<file path="config.mk">
export PLATFORM = sky130hd
export DESIGN_NAME = filtro_iir_seq
export DESIGN_NICKNAME = d
export VERILOG_FILES = /design/src/rtl/filtro_iir_seq_pkg.sv /design/src/rtl/filtro_iir_seq_sat_trunc.sv /design/src/rtl/filtro_iir_seq.sv
export SDC_FILE = /design/constraint.sdc
export NUM_CORES = 2
export LEC_CHECK = 0
export CAP_MARGIN = 10
export CORE_ASPECT_RATIO = 1.75
export CORE_MARGIN = 2
export CORE_UTILIZATION = 61
export CTS_CLUSTER_SIZE = 12
export DETAILED_ROUTE_END_ITERATION = 7
export PLACE_DENSITY = 0.78
export SLEW_MARGIN = 20
export SYNTH_ARGS = -nofsm -noshare
export SYNTH_HDL_FRONTEND = slang
export SYNTH_HIERARCHICAL = 1
export SYNTH_SLANG_ARGS = --single-unit
</file>
<file path="constraint.sdc">
create_clock -name CLK -period 13.55 [get_ports CLK]
set_input_delay 2.71 -clock CLK [delete_from_list [all_inputs] [get_ports CLK]]
set_output_delay 2.71 -clock CLK [all_outputs]
set_load 0.05 [all_outputs]
</file>
<file path="src/rtl/filtro_iir_seq_pkg.sv">
// rtl/filtro_iir_seq_pkg.sv - shared widths, FSM encoding and clamp limits for the IIR stage
package filtro_iir_seq_pkg;

   localparam int W     = 19;
   localparam int F     = 10;
   localparam int ACC_W = 2*W + 3;

   localparam logic [2:0] IDX_LAST = 3'd4;

   localparam logic signed [W-1:0] SAT_MAX = {1'b0, {(W-1){1'b1}}};
   localparam logic signed [W-1:0] SAT_MIN = {1'b1, {(W-1){1'b0}}};

   typedef enum logic [1:0] {
      ST_IDLE = 2'd0,
      ST_MAC  = 2'd1,
      ST_SAT  = 2'd2,
      ST_DONE = 2'd3
   } state_t;

   function automatic logic signed [ACC_W-1:0] sext_prod(input logic signed [2*W-1:0] p);
      return {{(ACC_W-2*W){p[2*W-1]}}, p};
   endfunction

   function automatic logic signed [ACC_W-1:0] sext_w(input logic signed [W-1:0] v);
      return {{(ACC_W-W){v[W-1]}}, v};
   endfunction

endpackage

</file>
<file path="src/rtl/filtro_iir_seq_sat_trunc.sv">
// rtl/filtro_iir_seq_sat_trunc.sv - accumulator to sample conversion: floor shift by F then clamp
module sat_trunc
   import filtro_iir_seq_pkg::*;
(
   input  logic signed [ACC_W-1:0] i_acc,
   output logic signed [W-1:0]     o_sat
);

   logic signed [ACC_W-1:0] w_shift;
   logic signed [ACC_W-1:0] w_max;
   logic signed [ACC_W-1:0] w_min;

   // Arithmetic shift rounds toward minus infinity, which is the intended rounding.
   assign w_shift = i_acc >>> F;
   assign w_max   = sext_w(SAT_MAX);
   assign w_min   = sext_w(SAT_MIN);

   always_comb begin
      o_sat = w_shift[W-1:0];
      if (w_shift > w_max) begin
         o_sat = SAT_MAX;
      end else if (w_shift < w_min) begin
         o_sat = SAT_MIN;
      end
   end

endmodule

</file>
<file path="src/rtl/filtro_iir_seq.sv">
// rtl/filtro_iir_seq.sv - sequential direct-form-I biquad, one shared multiplier, 5 MAC cycles per sample
module filtro_iir_seq
   import filtro_iir_seq_pkg::*;
(
   input  logic                CLK,
   input  logic                Reset,
   input  logic                start,
   input  logic signed [W-1:0] x_in,
   input  logic signed [W-1:0] b0,
   input  logic signed [W-1:0] b1,
   input  logic signed [W-1:0] b2,
   input  logic signed [W-1:0] a1,
   input  logic signed [W-1:0] a2,
   output logic signed [W-1:0] y_out,
   output logic                busy,
   output logic                done
);

   state_t                  r_state;
   logic [2:0]              r_idx;
   logic signed [ACC_W-1:0] r_acc;

   logic signed [W-1:0] r_x;
   logic signed [W-1:0] r_x1;
   logic signed [W-1:0] r_x2;
   logic signed [W-1:0] r_y1;
   logic signed [W-1:0] r_y2;

   logic signed [W-1:0] r_b0;
   logic signed [W-1:0] r_b1;
   logic signed [W-1:0] r_b2;
   logic signed [W-1:0] r_a1;
   logic signed [W-1:0] r_a2;

   logic signed [W-1:0] r_y_out;
   logic                r_busy;
   logic                r_done;

   logic signed [W-1:0]     w_coef;
   logic signed [W-1:0]     w_samp;
   logic                    w_sub;
   logic signed [2*W-1:0]   w_prod;
   logic signed [ACC_W-1:0] w_term;
   logic signed [ACC_W-1:0] w_acc_next;
   logic signed [W-1:0]     w_sat;

   // Operand select: feed-forward terms are added, feedback terms subtracted.
   always_comb begin
      w_coef = '0;
      w_samp = '0;
      w_sub  = 1'b0;
      case (r_idx)
         3'd0: begin
            w_coef = r_b0;
            w_samp = r_x;
         end
         3'd1: begin
            w_coef = r_b1;
            w_samp = r_x1;
         end
         3'd2: begin
            w_coef = r_b2;
            w_samp = r_x2;
         end
         3'd3: begin
            w_coef = r_a1;
            w_samp = r_y1;
            w_sub  = 1'b1;
         end
         3'd4: begin
            w_coef = r_a2;
            w_samp = r_y2;
            w_sub  = 1'b1;
         end
         default: begin
            w_coef = '0;
            w_samp = '0;
            w_sub  = 1'b0;
         end
      endcase
   end

   assign w_prod     = w_coef * w_samp;
   assign w_term     = sext_prod(w_prod);
   assign w_acc_next = w_sub ? (r_acc - w_term) : (r_acc + w_term);

   sat_trunc u_sat_trunc (
      .i_acc (r_acc),
      .o_sat (w_sat)
   );

   always_ff @(posedge CLK) begin
      if (Reset) begin
         r_state <= ST_IDLE;
         r_idx   <= '0;
         r_acc   <= '0;
         r_x     <= '0;
         r_x1    <= '0;
         r_x2    <= '0;
         r_y1    <= '0;
         r_y2    <= '0;
         r_b0    <= '0;
         r_b1    <= '0;
         r_b2    <= '0;
         r_a1    <= '0;
         r_a2    <= '0;
         r_y_out <= '0;
         r_busy  <= 1'b0;
         r_done  <= 1'b0;
      end else begin
         case (r_state)
            ST_IDLE: begin
               if (start) begin
                  r_x     <= x_in;
                  r_b0    <= b0;
                  r_b1    <= b1;
                  r_b2    <= b2;
                  r_a1    <= a1;
                  r_a2    <= a2;
                  r_acc   <= '0;
                  r_idx   <= '0;
                  r_busy  <= 1'b1;
                  r_state <= ST_MAC;
               end
            end
            ST_MAC: begin
               r_acc <= w_acc_next;
               if (r_idx == IDX_LAST) begin
                  r_state <= ST_SAT;
               end else begin
                  r_idx <= r_idx + 3'd1;
               end
            end
            ST_SAT: begin
               // The clamped value, not the raw accumulator, feeds the recursion.
               r_y_out <= w_sat;
               r_x2    <= r_x1;
               r_x1    <= r_x;
               r_y2    <= r_y1;
               r_y1    <= w_sat;
               r_done  <= 1'b1;
               r_state <= ST_DONE;
            end
            ST_DONE: begin
               r_done  <= 1'b0;
               r_busy  <= 1'b0;
               r_state <= ST_IDLE;
            end
            default: begin
               r_state <= ST_IDLE;
            end
         endcase
      end
   end

   assign y_out = r_y_out;
   assign busy  = r_busy;
   assign done  = r_done;

endmodule

</file>
==> flow_summary.ini <==
[route]
drt-pass1-iter-count = 8
drc = 4
drt-initial-drc-count = 2032
totalWireLength_um = 80700
post_drt_wl_per_cell_um = 21.6
avgViaCountPerCell = 6.12
drtAntennaViolNets = 0
vias = 22900

[global_routing]
antenna_found_initial = 0
grt_max_degree = 113
grt.overflow.total = 0
grt_pass1_vias = 24000
grt_use_total = 0.360
grt_pass1_wl_um = 126000

[timing]
period_minus_slack_ps = 12140
rsz0062_at_grt = false
slew_violations = 0
slew_headroom = 0.216
setup_viol = 0
tns_ps = 0
timing.fmax_mhz = 82.4
worst_pin_slew_ps = 1170
hold_viol = 0
holdWs_ps = 454
min_period_over_period = 0.896
finClkSkew_ps = 30.4

[synthesis]
synth_compound_area_frac = 0.150
ys_seq_elements = 238
synthCells = 3107
ys.flop_type = dfxtp_1
syn_area_per_cell_um2 = 8.48
yosysWarnings = 6
yosys.area_share.xor_xnor = 0.0322
synth_top_family_by_area = adder cells
synth.distinct_cells = 94
async_reset_ff_frac = 0
mappedNetlistArea_um2 = 26300
yosys.area_share.simple = 0.166
synth-adder-area-share = 0.359
synth_edf_count = 0
synthesis.nets = 3757
synthMuxAreaShare = 0.0297
yosysSeqAreaShare = 0.181

[place]
io_buffer_count = 137
dp_hpwl_um = 64100
dpl-instance-area_um2 = 28300
gp_congestion = 0.968

[setup_path]
cp-end-kind = flop
r2r_cells = 40
critPathMostFrequentCell = fa_1
r2r-start = r_idx[0]
r2r_slack_ps = 1410
worstSetupPathType = flop to flop
timing.critical_path.max_delay_family = adder cells
worstSetupStartpointType = flop
required_ps = 13980
critPathMaxStageDelay_ps = 730
arrival_ps = 12580
crit_path_top_delay_cell = and2_1
critPathMaxFanout = 23
rr_endpoint = r_acc[40]
critPathBufInv = 6

[clock_tree]
path_clk_slew_ps = 60
numCtsBuffers = 25
clockBufferDepth = 3
clkSinkCount = 238
cts_tree = yes
cts-resized-gates = 0
postCtsHoldBufs = 0
h-tree-depth = 1
cts_setup_buffers = 0
clkLatencyLatePin_ps = 550
cts.root.buffer_cell = clkbuf_16

[layout]
num-fill-cells = 3545
stdcell_area_um2 = 29000
drive_above_1_share = 0.0459
antennaDiodeCount = 0
nNetsFinal = 3823
areaGrowthSynthToFinish_pct = 10.1

[power_and_ir_drop]
leakage_nw = 13.4
ir_worst_vdd_mv = 0.236
power_density_nw_per_um2 = 217

[status]
status = finished, violations left
violations = design-rule violations

[worst_hold_path]
whs_path_depth = 2
hp-class = flop to flop
hold_path_end = r_a2[5]
worstHoldStart = r_a2[5]

[floorplanning]
start_util = 0.619
io_pins = 138
die_area_um2 = 44900
core_area_um2 = 42500
fp-row-count = 100
die_w_um = 161
die_y_um = 279

[flow_run]
maxCapViolCount = 0
[worst reg2reg max path, delay by kind of cell, from the launching register on]
kind / cells / cell delay [ps]
adders and majority gates: 10 / 4380
buffers and inverters: 6 / 1060
DFF: 1 / 350
AOI/OAI and AO/OA: 12 / 2930
xor gates and xnor gates: 2 / 460
and+or+nand+nor: 10 / 2840
[stage by stage]
step | util | worst slack, ps | instances | power [W]
floorplan | - | 2540 | 3107 | 0.00431
finish | 0.682 | 1410 | 3741 | 0.00629
CTS | 0.682 | 1540 | 3741 | 0.00624
global placement | 0.665 | 1660 | 3707 | 0.00550
detailed placement | 0.665 | 1560 | 3707 | 0.00558
global route | 0.682 | 927 | 3741 | 0.00675
[synth_stat cells (all sizes together) (34+ instances only)]
master | number | area, µm²
xnor2 | 55 | 482
a22oi | 64 | 480
o21ai | 79 | 399
and2 | 53 | 332
o21a | 34 | 255
a21oi | 197 | 993
inv | 428 | 1610
fa | 370 | 7410
nand2 | 503 | 1890
ha | 163 | 2040
mux2i | 76 | 761
clkbuf | 127 | 477
a21o | 52 | 400
xor2 | 34 | 298
nor2 | 293 | 1100
dfxtp | 238 | 4760
[registers in the layout, summed over array words and instances, names as in the netlist]
signal   flops
busy         1
r_state      2
r_y2        19
r_a1        19
done         1
y_out       19
r_x1        19
r_idx        3
r_a2        19
r_x2        19
r_b2        19
r_b1        19
r_acc       41
r_x         19
r_b0        19
[cell families after synthesis]
group | after synthesis
adder cells (fa/ha/maj) | 533
buffers and inverters | 580
flip-flops | 238
AND/OR/NAND/NOR | 1005
XOR/XNOR | 92
AO/OA/AOI/OAI | 581
multiplexers | 78
[power breakdown]
group	switching [W]	leakage, nW	internal (W)
Sequential	0.000133	1.94	0.000829
Combinational	0.00292	11.1	0.00177
Clock	0.000282	0.354	0.000354
Total	0.00333	13.4	0.00296
[worst max-delay path by stage]
stage / startpoint / end / slack, ps / cells past startpoint
6_report: r_idx[0] / r_acc[40] / 1410 / 40
2_1_floorplan: r_idx[2] / r_acc[39] / 2540 / 42
3_5_place_dp: r_idx[0] / r_acc[40] / 1560 / 40
5_1_grt: r_idx[0] / r_acc[40] / 930 / 40
4_1_cts: r_idx[0] / r_acc[37] / 1540 / 38
3_3_place_gp: r_idx[0] / r_acc[37] / 1660 / 38
[layout by cell type, fill, tap and decap left out, types with 52 or more instances in the layout]
| cell type | Yosys | layout |
|---|---|---|
| buf_4 | 1 | 53 |
| xnor2_1 | 55 | 55 |
| ha_1 | 163 | 162 |
| inv_1 | 428 | 428 |
| clkdlybuf4s50_1 | 0 | 136 |
| and2_1 | 52 | 52 |
| a22oi_1 | 64 | 64 |
| o21ai_0 | 60 | 56 |
| fa_1 | 370 | 370 |
| nor2_1 | 293 | 292 |
| mux2i_1 | 76 | 76 |
| dfxtp_1 | 238 | 237 |
| a21oi_1 | 195 | 194 |
| nand2_1 | 503 | 502 |
[layout make-up]
type                            instances  area [µm²]  share of cell area
Clock inverter                          8        71.3             0.00246
Inverter                              428        1610              0.0554
Timing Repair Buffer                  191        1780              0.0614
Tap cell                              561         702              0.0242
Sequential cell                       238        4770               0.164
Clock buffer                           26         639              0.0220
Multi-Input combinational cell       2289       19400               0.670
[metal layers]
layer | vias up | share of wire | GRT usage
li1 | 10200 | - | -
met3 | 322 | 0.064 | 0.0407
met1 | 11300 | 0.35 | 0.402
met4 | 0 | 0.069 | 0.213
met2 | 1016 | 0.52 | 0.656
met5 | - | 0 | 0
Power figures use the tool's default switching activity.
